## src/rtl/dom_mask_feeder.sv

```systemverilog
// Masked-operand and DOM randomness source for the shared GF(2^2) multiplier.
// One Galois LFSR feeds share masks and Z bits; operands pass a 1-deep skid.
module dom_mask_feeder #(
  parameter int unsigned SHARES = 2,
  parameter logic [31:0] SEED   = 32'hACE1_2468,
  parameter int unsigned WARMUP = 32
) (
  input  logic                         ClkxCI,
  input  logic                         RstxBI,
  input  logic [31:0]                  SeedxDI,
  input  logic                         SeedValidxSI,
  input  logic [1:0]                   XxDI,
  input  logic [1:0]                   YxDI,
  input  logic                         InValidxSI,
  output logic                         InReadyxSO,
  output logic [2*SHARES-1:0]          _XxDO,
  output logic [2*SHARES-1:0]          _YxDO,
  output logic [2*SHARES-1:0]          _BxDO,
  output logic [SHARES*(SHARES-1)-1:0] _ZxDO,
  output logic                         OutValidxSO,
  input  logic                         OutReadyxSI
);

  localparam int unsigned RW = 2 * (SHARES - 1);
  localparam int unsigned ZW = SHARES * (SHARES - 1);
  localparam int unsigned SW = 2 * SHARES;
  localparam int unsigned CW =
    (WARMUP > 1) ? $clog2(WARMUP) : 1;
  localparam logic [CW-1:0] CNT_LAST = CW'(WARMUP - 1);
  // x^32+x^22+x^2+x+1 in right-shifting Galois form
  localparam logic [31:0] TAPS = 32'h8020_0003;

  typedef enum logic {
    stWarmup,
    stRun
  } state_t;

  state_t        state;
  state_t        stateNxt;
  logic [CW-1:0] cnt;
  logic [CW-1:0] cntNxt;
  logic [31:0]   lfsr;
  logic [31:0]   lfsrStep;
  logic [31:0]   lfsrNxt;

  logic          outValid;
  logic          inReady;
  logic          fire;

  logic [SW-1:0] xReg;
  logic [SW-1:0] yReg;
  logic [ZW-1:0] zReg;
  logic [SW-1:0] xShNxt;
  logic [SW-1:0] yShNxt;
  logic [ZW-1:0] zNxt;
  logic [1:0]    xAcc;
  logic [1:0]    yAcc;

  always_comb begin
    lfsrStep = lfsr[0] ? ((lfsr >> 1) ^ TAPS)
                       : (lfsr >> 1);
    lfsrNxt  = lfsrStep;
    if (SeedValidxSI) begin
      lfsrNxt = (SeedxDI != '0) ? SeedxDI : SEED;
    end
    if (lfsrNxt == '0) begin
      lfsrNxt = SEED;
    end
  end

  always_ff @(posedge ClkxCI or negedge RstxBI) begin
    if (!RstxBI) begin
      lfsr <= SEED;
    end else begin
      lfsr <= lfsrNxt;
    end
  end

  always_comb begin
    stateNxt = state;
    cntNxt   = cnt;
    if (SeedValidxSI) begin
      stateNxt = stWarmup;
      cntNxt   = '0;
    end else begin
      unique case (state)
        stWarmup: begin
          if (cnt == CNT_LAST) begin
            stateNxt = stRun;
            cntNxt   = '0;
          end else begin
            cntNxt = cnt + 1'b1;
          end
        end
        stRun: begin
          stateNxt = stRun;
        end
        default: begin
          stateNxt = stWarmup;
          cntNxt   = '0;
        end
      endcase
    end
  end

  always_ff @(posedge ClkxCI or negedge RstxBI) begin
    if (!RstxBI) begin
      state <= stWarmup;
      cnt   <= '0;
    end else begin
      state <= stateNxt;
      cnt   <= cntNxt;
    end
  end

  assign inReady = (state == stRun)
                && (!outValid || OutReadyxSI);
  // a reseed in the same cycle swallows the offered beat
  assign fire    = InValidxSI && inReady
                && !SeedValidxSI;

  always_comb begin
    xShNxt = '0;
    yShNxt = '0;
    xAcc   = XxDI;
    yAcc   = YxDI;
    for (int k = 0; k < SHARES - 1; k++) begin
      xShNxt[2*k +: 2] = lfsr[2*k +: 2];
      yShNxt[2*k +: 2] = lfsr[RW + 2*k +: 2];
      xAcc = xAcc ^ lfsr[2*k +: 2];
      yAcc = yAcc ^ lfsr[RW + 2*k +: 2];
    end
    xShNxt[SW-2 +: 2] = xAcc;
    yShNxt[SW-2 +: 2] = yAcc;
    zNxt = lfsr[2*RW +: ZW];
  end

  always_ff @(posedge ClkxCI or negedge RstxBI) begin
    if (!RstxBI) begin
      outValid <= 1'b0;
      xReg     <= '0;
      yReg     <= '0;
      zReg     <= '0;
    end else if (SeedValidxSI) begin
      outValid <= 1'b0;
    end else if (fire) begin
      outValid <= 1'b1;
      xReg     <= xShNxt;
      yReg     <= yShNxt;
      zReg     <= zNxt;
    end else if (OutReadyxSI) begin
      outValid <= 1'b0;
    end
  end

  assign InReadyxSO  = inReady;
  assign OutValidxSO = outValid;
  assign _XxDO       = xReg;
  assign _YxDO       = yReg;
  assign _BxDO       = yReg;
  assign _ZxDO       = zReg;

endmodule
```

## config.mk

```make
export PLATFORM = sky130hd
export DESIGN_NAME = dom_mask_feeder
export DESIGN_NICKNAME = d
export VERILOG_FILES = /design/src/rtl/dom_mask_feeder.sv
export SDC_FILE = /design/constraint.sdc
export NUM_CORES = 1
export LEC_CHECK = 0
export CORE_ASPECT_RATIO = 0.5
export CORE_UTILIZATION = 40
export CTS_CLUSTER_DIAMETER = 150
export DETAILED_ROUTE_END_ITERATION = 8
export PLACE_DENSITY = 0.65
export SETUP_SLACK_MARGIN = 0.2
export SLEW_MARGIN = 5
export SYNTH_ARGS = -nofsm -noshare
export SYNTH_HDL_FRONTEND = slang
export SYNTH_SLANG_ARGS = --single-unit
```

## constraint.sdc

```tcl
create_clock -name ClkxCI -period 3.36 [get_ports ClkxCI]
set_clock_uncertainty 0.1 [all_clocks]
set_input_delay 0.672 -clock ClkxCI [delete_from_list [all_inputs] [get_ports ClkxCI]]
set_output_delay 0.672 -clock ClkxCI [all_outputs]
set_load 0.01 [all_outputs]
```

Word-level counts from Yosys, hierarchy flattened
Cells that the tools add are included.

Add/sub/neg operators: 1. Equality and inequality tests: 2. Muxes and demuxes: 13. Bitwise logic cells: 5. Reduce and logical (&&, ||, !) cells: 10.

Operators with widths (count): 32-bit two-way mux (4); 32-bit logical NOT (1); 32-bit nonzero test (1); 5-bit two-way mux (3); 5-bit by 1-bit adder with 5-bit output, second input constant (1); 5-bit equality test, second input constant (1); 1-bit two-way mux (5); 3-bit NOT with 4-bit output (1); 2-bit XOR (2); 1-bit logical AND (3); 3-bit nonzero test (1); 1-bit logical NOT (2); 2-bit inequality test, second input constant (1); 1-bit NOT (2); 1-bit one-hot mux with 2 select lines (1); 2-bit AND reduction (1); 1-bit logical OR (1).

Bits in registers: 49. Input port bits: 41. Output and inout bits: 16. Word-level logic and storage cells: 38.

Logic depth before layout (Yosys ltp)
Word-level depth: 7. Mapped depth: 9. Gate-level depth less buffers: 6.

Worst setup path before layout
OpenSTA, ideal clock, no wires.

Path type: input port to flip-flop. Start: input SeedxDI[4]. End: register lfsr[29]. Library setup time: 91 ps. Data arrival time: 2144 ps. Data required time: 3169 ps. Setup slack: 1025 ps. Stages on the path: 7. Path buffers: 1. Cell sequence: nor4_1 -> nand4_1 -> nor3b_2 -> o32ai_1 -> nand4_2 -> buf_6 -> nand2_1.

Word-level cells in the longest chain between the ends: 5.

RTL lines: start: declaration (RTL line 10) `input logic [31:0] SeedxDI,`; 32-bit nonzero test (RTL line 64) `lfsrNxt = (SeedxDI != '0) ? SeedxDI : SEED;`; 32-bit two-way mux (*) (RTL line 64); 32-bit two-way mux (*) (RTL line 63) `if (SeedValidxSI) begin`; 32-bit logical NOT (RTL line 66) `if (lfsrNxt == '0) begin`; 32-bit two-way mux (*) (RTL line 66); via lfsrNxt[29] (RTL line 44) `logic [31:0] lfsrNxt;`; end signal: assignment (RTL line 75) `lfsr <= lfsrNxt;`; end: declaration (RTL line 42) `logic [31:0] lfsr;`.

Mark *: on every way through the listed nets, which the timed path passes. The rest lies on a longest branch. A chain may end at the register's enable or synchronous reset.

Worst setup path after layout
Start: input SeedxDI[7]. End: register lfsr[16].

Same word-level chain as after synthesis.

==> metrics.txt <==
status=finished with violations; failing checks=DRC; synth warn=0; ranking of synthesized cells by area=dfrtp_1 (38%), dfstp_2 (14%), mux2_2 (9.9%); crit path DAT=3.05 ns; Worst setup EP type=flip-flop; I/O Buffers=56; worst hold path cell count=1; drt first pass iters=6; worst vdd ir=0.246 mV; Mapped Cells=208; Worst slew margin=0.286; vias per cell=5.33; WL met2=2560 um; Reg2Reg Depth=6; largest area contributor in the netlist=dfrtp_1; Clock Sinks=49; crit share post-route=0.876; H-tree levels=2; Worst setup SP type=input port; routed vias=1780; Yosys top cell area share=0.378; highest clock rate=340 MHz; Max Cap Viol=0; Unique masters post-synth=43; minimum clock period=2.94 ns; DRT iter0 DRCs=109; Final HPWL DP=4100 um; Final Slew Violations=0; detailed-route DRC error count=9; syn avg cell area=11.5 um2; Initial Utilization=0.425; largest net degree at the start of global routing=50; Final Hold Fails=0; syn nets=251; die area=6290 um2; post-synthesis register bit count=49; Seq/Total Area, Yosys=0.521; setup TNS=0 ns; CTS max path bufs=2; chip width=111 um; gr ovfl total=0; clock buffer count from CTS=5; P&R area growth vs syn=32.7%; routed wire length=5670 um; TritonCTS clock tree=yes; Inserted Diodes=0; R2R Path Start=lfsr[15]$_DFF_PN0_; Worst-Margin Slew=1.07 ns; Die Span Y=56.6 um; worst setup path class=input port to flip-flop; Post-CTS Hold Buffers=0; required time of the worst setup path=3.47 ns; RSZ-0062 raised after global routing=no; CTS root buf=clkbuf_16; number of cell rows=19; Leak=1.26 nW; Setup violations, final=0; Reg clk slew, reported paths=0.07 ns; GR Util All Layers=0.196; WL met3=297 um; CP Max Fanout=13; RR Endpoint=lfsr[16]$_DFF_PN1_; Antenna Nets Post-Route=0; first-pass GRT wire length=9190 um; vias in the first global route=1755; Hold Crit Class=flip-flop to flip-flop; min-delay src=_XxDO[0]$_DFFE_PN0P_; Final #Nets=303; worst slack at placement=0.186 ns; IO Pins=57; pwr/cell area=498 nW/um2; Cell Area, Synth=2380 um2; GPL Wtd Cong=0.942; post-DR wirelength/cell=17.0 um; DRT met1 WL=2720 um; r2r setup slk=0.63 ns; Core Footprint=5610 um2; DR top layer=met4; setup ws final=0.416 ns; ratio of cells with drive above 1 in the final layout=0.253; initial antenna violation count=0; total design power=1.58 mW; Hold Path End=_XxDO[0]$_DFFE_PN0P_; clk_lat worst skew=0.29 ns
cells by family (layout without fill, tap and decap cells):
kind of cell               Yosys count  after routing  synth area share
AOI/OAI and AO/OA                   34             34            0.0961
xor gates and xnor gates             7              7            0.0257
adders and majority gates            2              2            0.0105
buffers and inverters               16             69            0.0420
DFF                                 49             49             0.521
muxes                               26             26             0.124
and+or+nand+nor                     74             74             0.180
layout by cell type, fill, tap and decap left out, types with 2 or more instances in the layout:
master / instances
o2111ai_1: 2
nand2_1: 6
o22ai_1: 4
dfstp_2: 13
clkdlybuf4s50_1: 54
a21oi_1: 10
mux2_4: 2
clkbuf_16: 5
nand4_1: 2
buf_4: 4
nor2_1: 24
mux2_2: 21
ha_1: 2
nand2b_1: 3
bufinv_16: 2
dfrtp_1: 36
o21ai_2: 5
nor4_1: 9
o21ai_0: 5
mux2i_1: 3
buf_2: 2
nor3b_2: 2
a211oi_1: 2
nand2_2: 4
nor3b_1: 9
nor3_1: 5
xnor2_1: 6
metrics by stage:
step                instances  utilization  hold slack (ns)  area [um2]
global route              334        0.564            0.426        3160
CTS                       334        0.563            0.411        3160
finish                    334        0.564            0.407        3160
detailed placement        326        0.528            0.394        2960
global placement          326        0.528            0.388        2960
floorplan                 208            -            0.276        2380
where the power goes:
group,switching [mW],leakage (nW),internal [mW]
Sequential,0.0437,0.586,0.655
Clock,0.220,0.0944,0.429
Combinational,0.0990,0.577,0.128
flip-flops by register name, indices dropped and copies added (netlist names):
name and cells:
OutValidxSO 1, _BxDO 4, _XxDO 4, _ZxDO 2, cnt 5, lfsr 32
state 1
layout make-up:
type / count / area (um2)
well taps: 73 / 91.3
flip-flops and latches: 49 / 1240
clock buffers: 5 / 125
multi-input cells: 143 / 1050
repair buffers: 60 / 581
fillers: 492 / 2450
clock inverters: 3 / 68.8
inverters: 1 / 3.75
synthesized netlist by cell type (all sizes together):
master	n
or4	3
nor2	24
nor4	10
nand2b	3
xor2	1
o22ai	4
o2111ai	2
and2	1
nor3b	11
nor3	6
a21oi	10
a41oi	1
nand2	10
o41ai	1
dfstp	13
nand4	3
and3	1
o31ai	1
inv	1
o32a	1
clkbuf	6
mux2i	3
dfrtp	36
buf	9
a211oi	2
o32ai	1
and2b	1
nand3	1
o2bb2ai	1
o21ai	10
ha	2
xnor2	6
mux2	23
worst max path at each step:
| stage | slack (ns) | to | from |
|---|---|---|---|
| global placement | 0.28 | lfsr[31]$_DFF_PN1_ | SeedxDI[30] |
| CTS | 0.39 | lfsr[16]$_DFF_PN1_ | SeedxDI[7] |
| finish | 0.42 | lfsr[16]$_DFF_PN1_ | SeedxDI[7] |
| detailed placement | 0.19 | lfsr[16]$_DFF_PN1_ | SeedxDI[30] |
| global route | 0.24 | lfsr[16]$_DFF_PN1_ | SeedValidxSI |
| floorplan | 1.03 | lfsr[29]$_DFF_PN1_ | SeedxDI[4] |
layer usage:
metal | up-vias | track usage
li1 | 859 | -
met1 | 859 | 0.262
met2 | 55 | 0.313
met3 | 7 | 0.0400
met4 | 0 | 0.0792
met5 | - | 0
worst max-delay path, stage by stage:
cell	delay, ns
clkdlybuf4s50_1	0.43
nor4_1	0.56
a41oi_1	0.30
nor4_4	0.36
nand4_2	0.47
o21ai_0	0.25
timing repair:
item / in CTS / in global routing
endpoints found under the hold margin: 0 / 0
setup endpoints to repair: 0 / 2
setup buffers: 0 / 0
gates resized for setup: 0 / 1
No activity file was read; power rests on OpenSTA's default activity.
==> edit (same settings) <==
`WARMUP`: 32 -> 128.
--- a/src/rtl/dom_mask_feeder.sv
+++ b/src/rtl/dom_mask_feeder.sv
@@ -3,7 +3,7 @@
 module dom_mask_feeder #(
   parameter int unsigned SHARES = 2,
   parameter logic [31:0] SEED   = 32'hACE1_2468,
-  parameter int unsigned WARMUP = 32
+  parameter int unsigned WARMUP = 128
 ) (
   input  logic                         ClkxCI,
   input  logic                         RstxBI,
Check against the original RTL: no difference found for any inputs over 10 cycles, from zero or initial values and one cycle with RstxBI low; that may be too few to reach the edited logic, so the function may still have changed.
==> edit against the original RTL <==
- register-to-register slack improved by 320 ps
- area after synthesis increased by 5.7%
- sequential cell count rose by 2
- setup slack improved by 190 ps
- fmax increased by 7.1%
- cell count increased by 4.8%
- total power down 1.8%
- cell area is 5.1% higher
- routed wire length up 9.2%
- first-iteration DRC count is 32% higher
- via count rose by 8.8%
- sequential share of layout area shrank 0.39 points
- critical path type unchanged
- critical endpoint is now lfsr[5]
- largest power group unchanged
- highest routed layer unchanged
==> edit: results (changes against the original RTL) <==
stage;metric;value;unit;change
status;run status;finished, final reports clean;;
synthesis;cells taking the most area after synthesis;sky130_fd_sc_hd__dfrtp_1, sky130_fd_sc_hd__dfstp_2, sky130_fd_sc_hd__mux2_2;;
worst_setup_path;Crit path largest cell delay;440;ps;-120 ps
final_layout;fraction of final layout cells with drive strength greater than 1;25.2;%;-0.099 points
cts;H-tree levels;2;;unchanged
synthesis;Synth top cells by count;sky130_fd_sc_hd__dfrtp_1, sky130_fd_sc_hd__mux2_2, sky130_fd_sc_hd__dfstp_2, sky130_fd_sc_hd__nor2_1, sky130_fd_sc_hd__o22ai_1;;
global_routing;met1 Resource Use GR;29.1;%;+2.9 points
place;Setup WS pre-CTS;355;ps;+169 ps
pwr;leakage power figure;1.28;nW;+1.5%
synthesis;Synth Area in XOR/XNOR;3.48;%;+0.91 points
drt;DR iter-0 viols;144;;+32%
global_routing;via count of the first global-routing pass;1928;;+9.9%
global_routing;largest net degree at the start of global routing;40;;-20%
final_layout;largest registers ranked by flip-flop count;lfsr: 32 flops, cnt: 7 flops;;
pwr;Max VDD drop;0.211;mV;-14%
sta;Relative slew margins;64.3;%;+36 points
final_layout;# fillers;510;;+3.7%
synthesis;Post-Syn Nets;253;;+0.80%
synthesis;share of the yosys chip area belonging to registers;51.3;%;-0.81 points
synthesis;average cell area after synthesis;11.9;um2;+4.2%
global_routing;GR met3 Demand/Resource;4.08;%;+0.084 points
worst_setup_path;family with the most delay on the worst path;compound AO/OA/AOI/OAI gates;;
final_layout;Finished Layout Cells;350;;+4.8%
worst_setup_path;library cell contributing the largest single delay on the critical path;sky130_fd_sc_hd__clkdlybuf4s50_1;;
drt;vias per cell;5.53;;+3.8%
worst_setup_path;critical path arrival;2830;ps;-220 ps
global_routing;GRT Overall Usage;20.4;%;+0.81 points
final_layout;number of inserted diodes;0;;unchanged
place;dpl hpwl;4520;um;+10%
final_layout;total number of nets in the final design;307;;+1.3%
place;post-placement cell count;342;;+4.9%
place;area after detailed placement;0.00315;mm2;+6.4%
global_routing;met2 global-route usage;31.4;%;+0.089 points
synthesis;synthesized-area fraction occupied by adder cells;0.497;%;-0.55 points
min_path;hold crit path type;primary input to async pin;;
place;final weighted congestion in routability-driven placement;0.809;;-14%
global_routing;wire length of the first global-routing pass;10100;um;+9.6%
synthesis;multiplexer area fraction after synthesis;11.5;%;-0.92 points
pwr;Power per Cell Area;465;mW/mm2;-6.6%
drt;sum of routed wire length over all layers;6190;um;+9.2%
drt;number of optimization iterations in the first detailed-route pass;4;;-2
edit: area by class of cell:
type	count	share of cell area, %
clock buffers	5	3.77
inverters	1	0.113
clock inverters	3	1.32
multi-input cells	142	34.0
repair buffers	64	18.7
flip-flops and latches	51	38.9
well taps	84	3.16
edit: worst paths after layout:
check                                 from       end  slack (ps)
worst max-delay path            SeedxDI[2]   lfsr[5]         610
worst min-delay path                RstxBI  lfsr[28]         190
worst max register to register     lfsr[0]   lfsr[5]         950
worst min register to register    _XxDO[0]  _XxDO[0]         390
max in group asynchronous           RstxBI    cnt[4]        2360
min in group ClkxCI               _XxDO[0]  _XxDO[0]         390
edit: routing by layer:
layer / part of all wire (%) / vias up
met4: 1.1 / 0
met1: 51 / 974
li1: - / 908
met5: 0 / -
met2: 45 / 48
met3: 3.4 / 7
edit: where the power goes:
part / internal [mW] / switching (mW) / total, mW
Clock: 0.351 / 0.229 / 0.581
Sequential: 0.679 / 0.0478 / 0.727
Combinational: 0.135 / 0.104 / 0.239
Total: 1.17 / 0.381 / 1.55
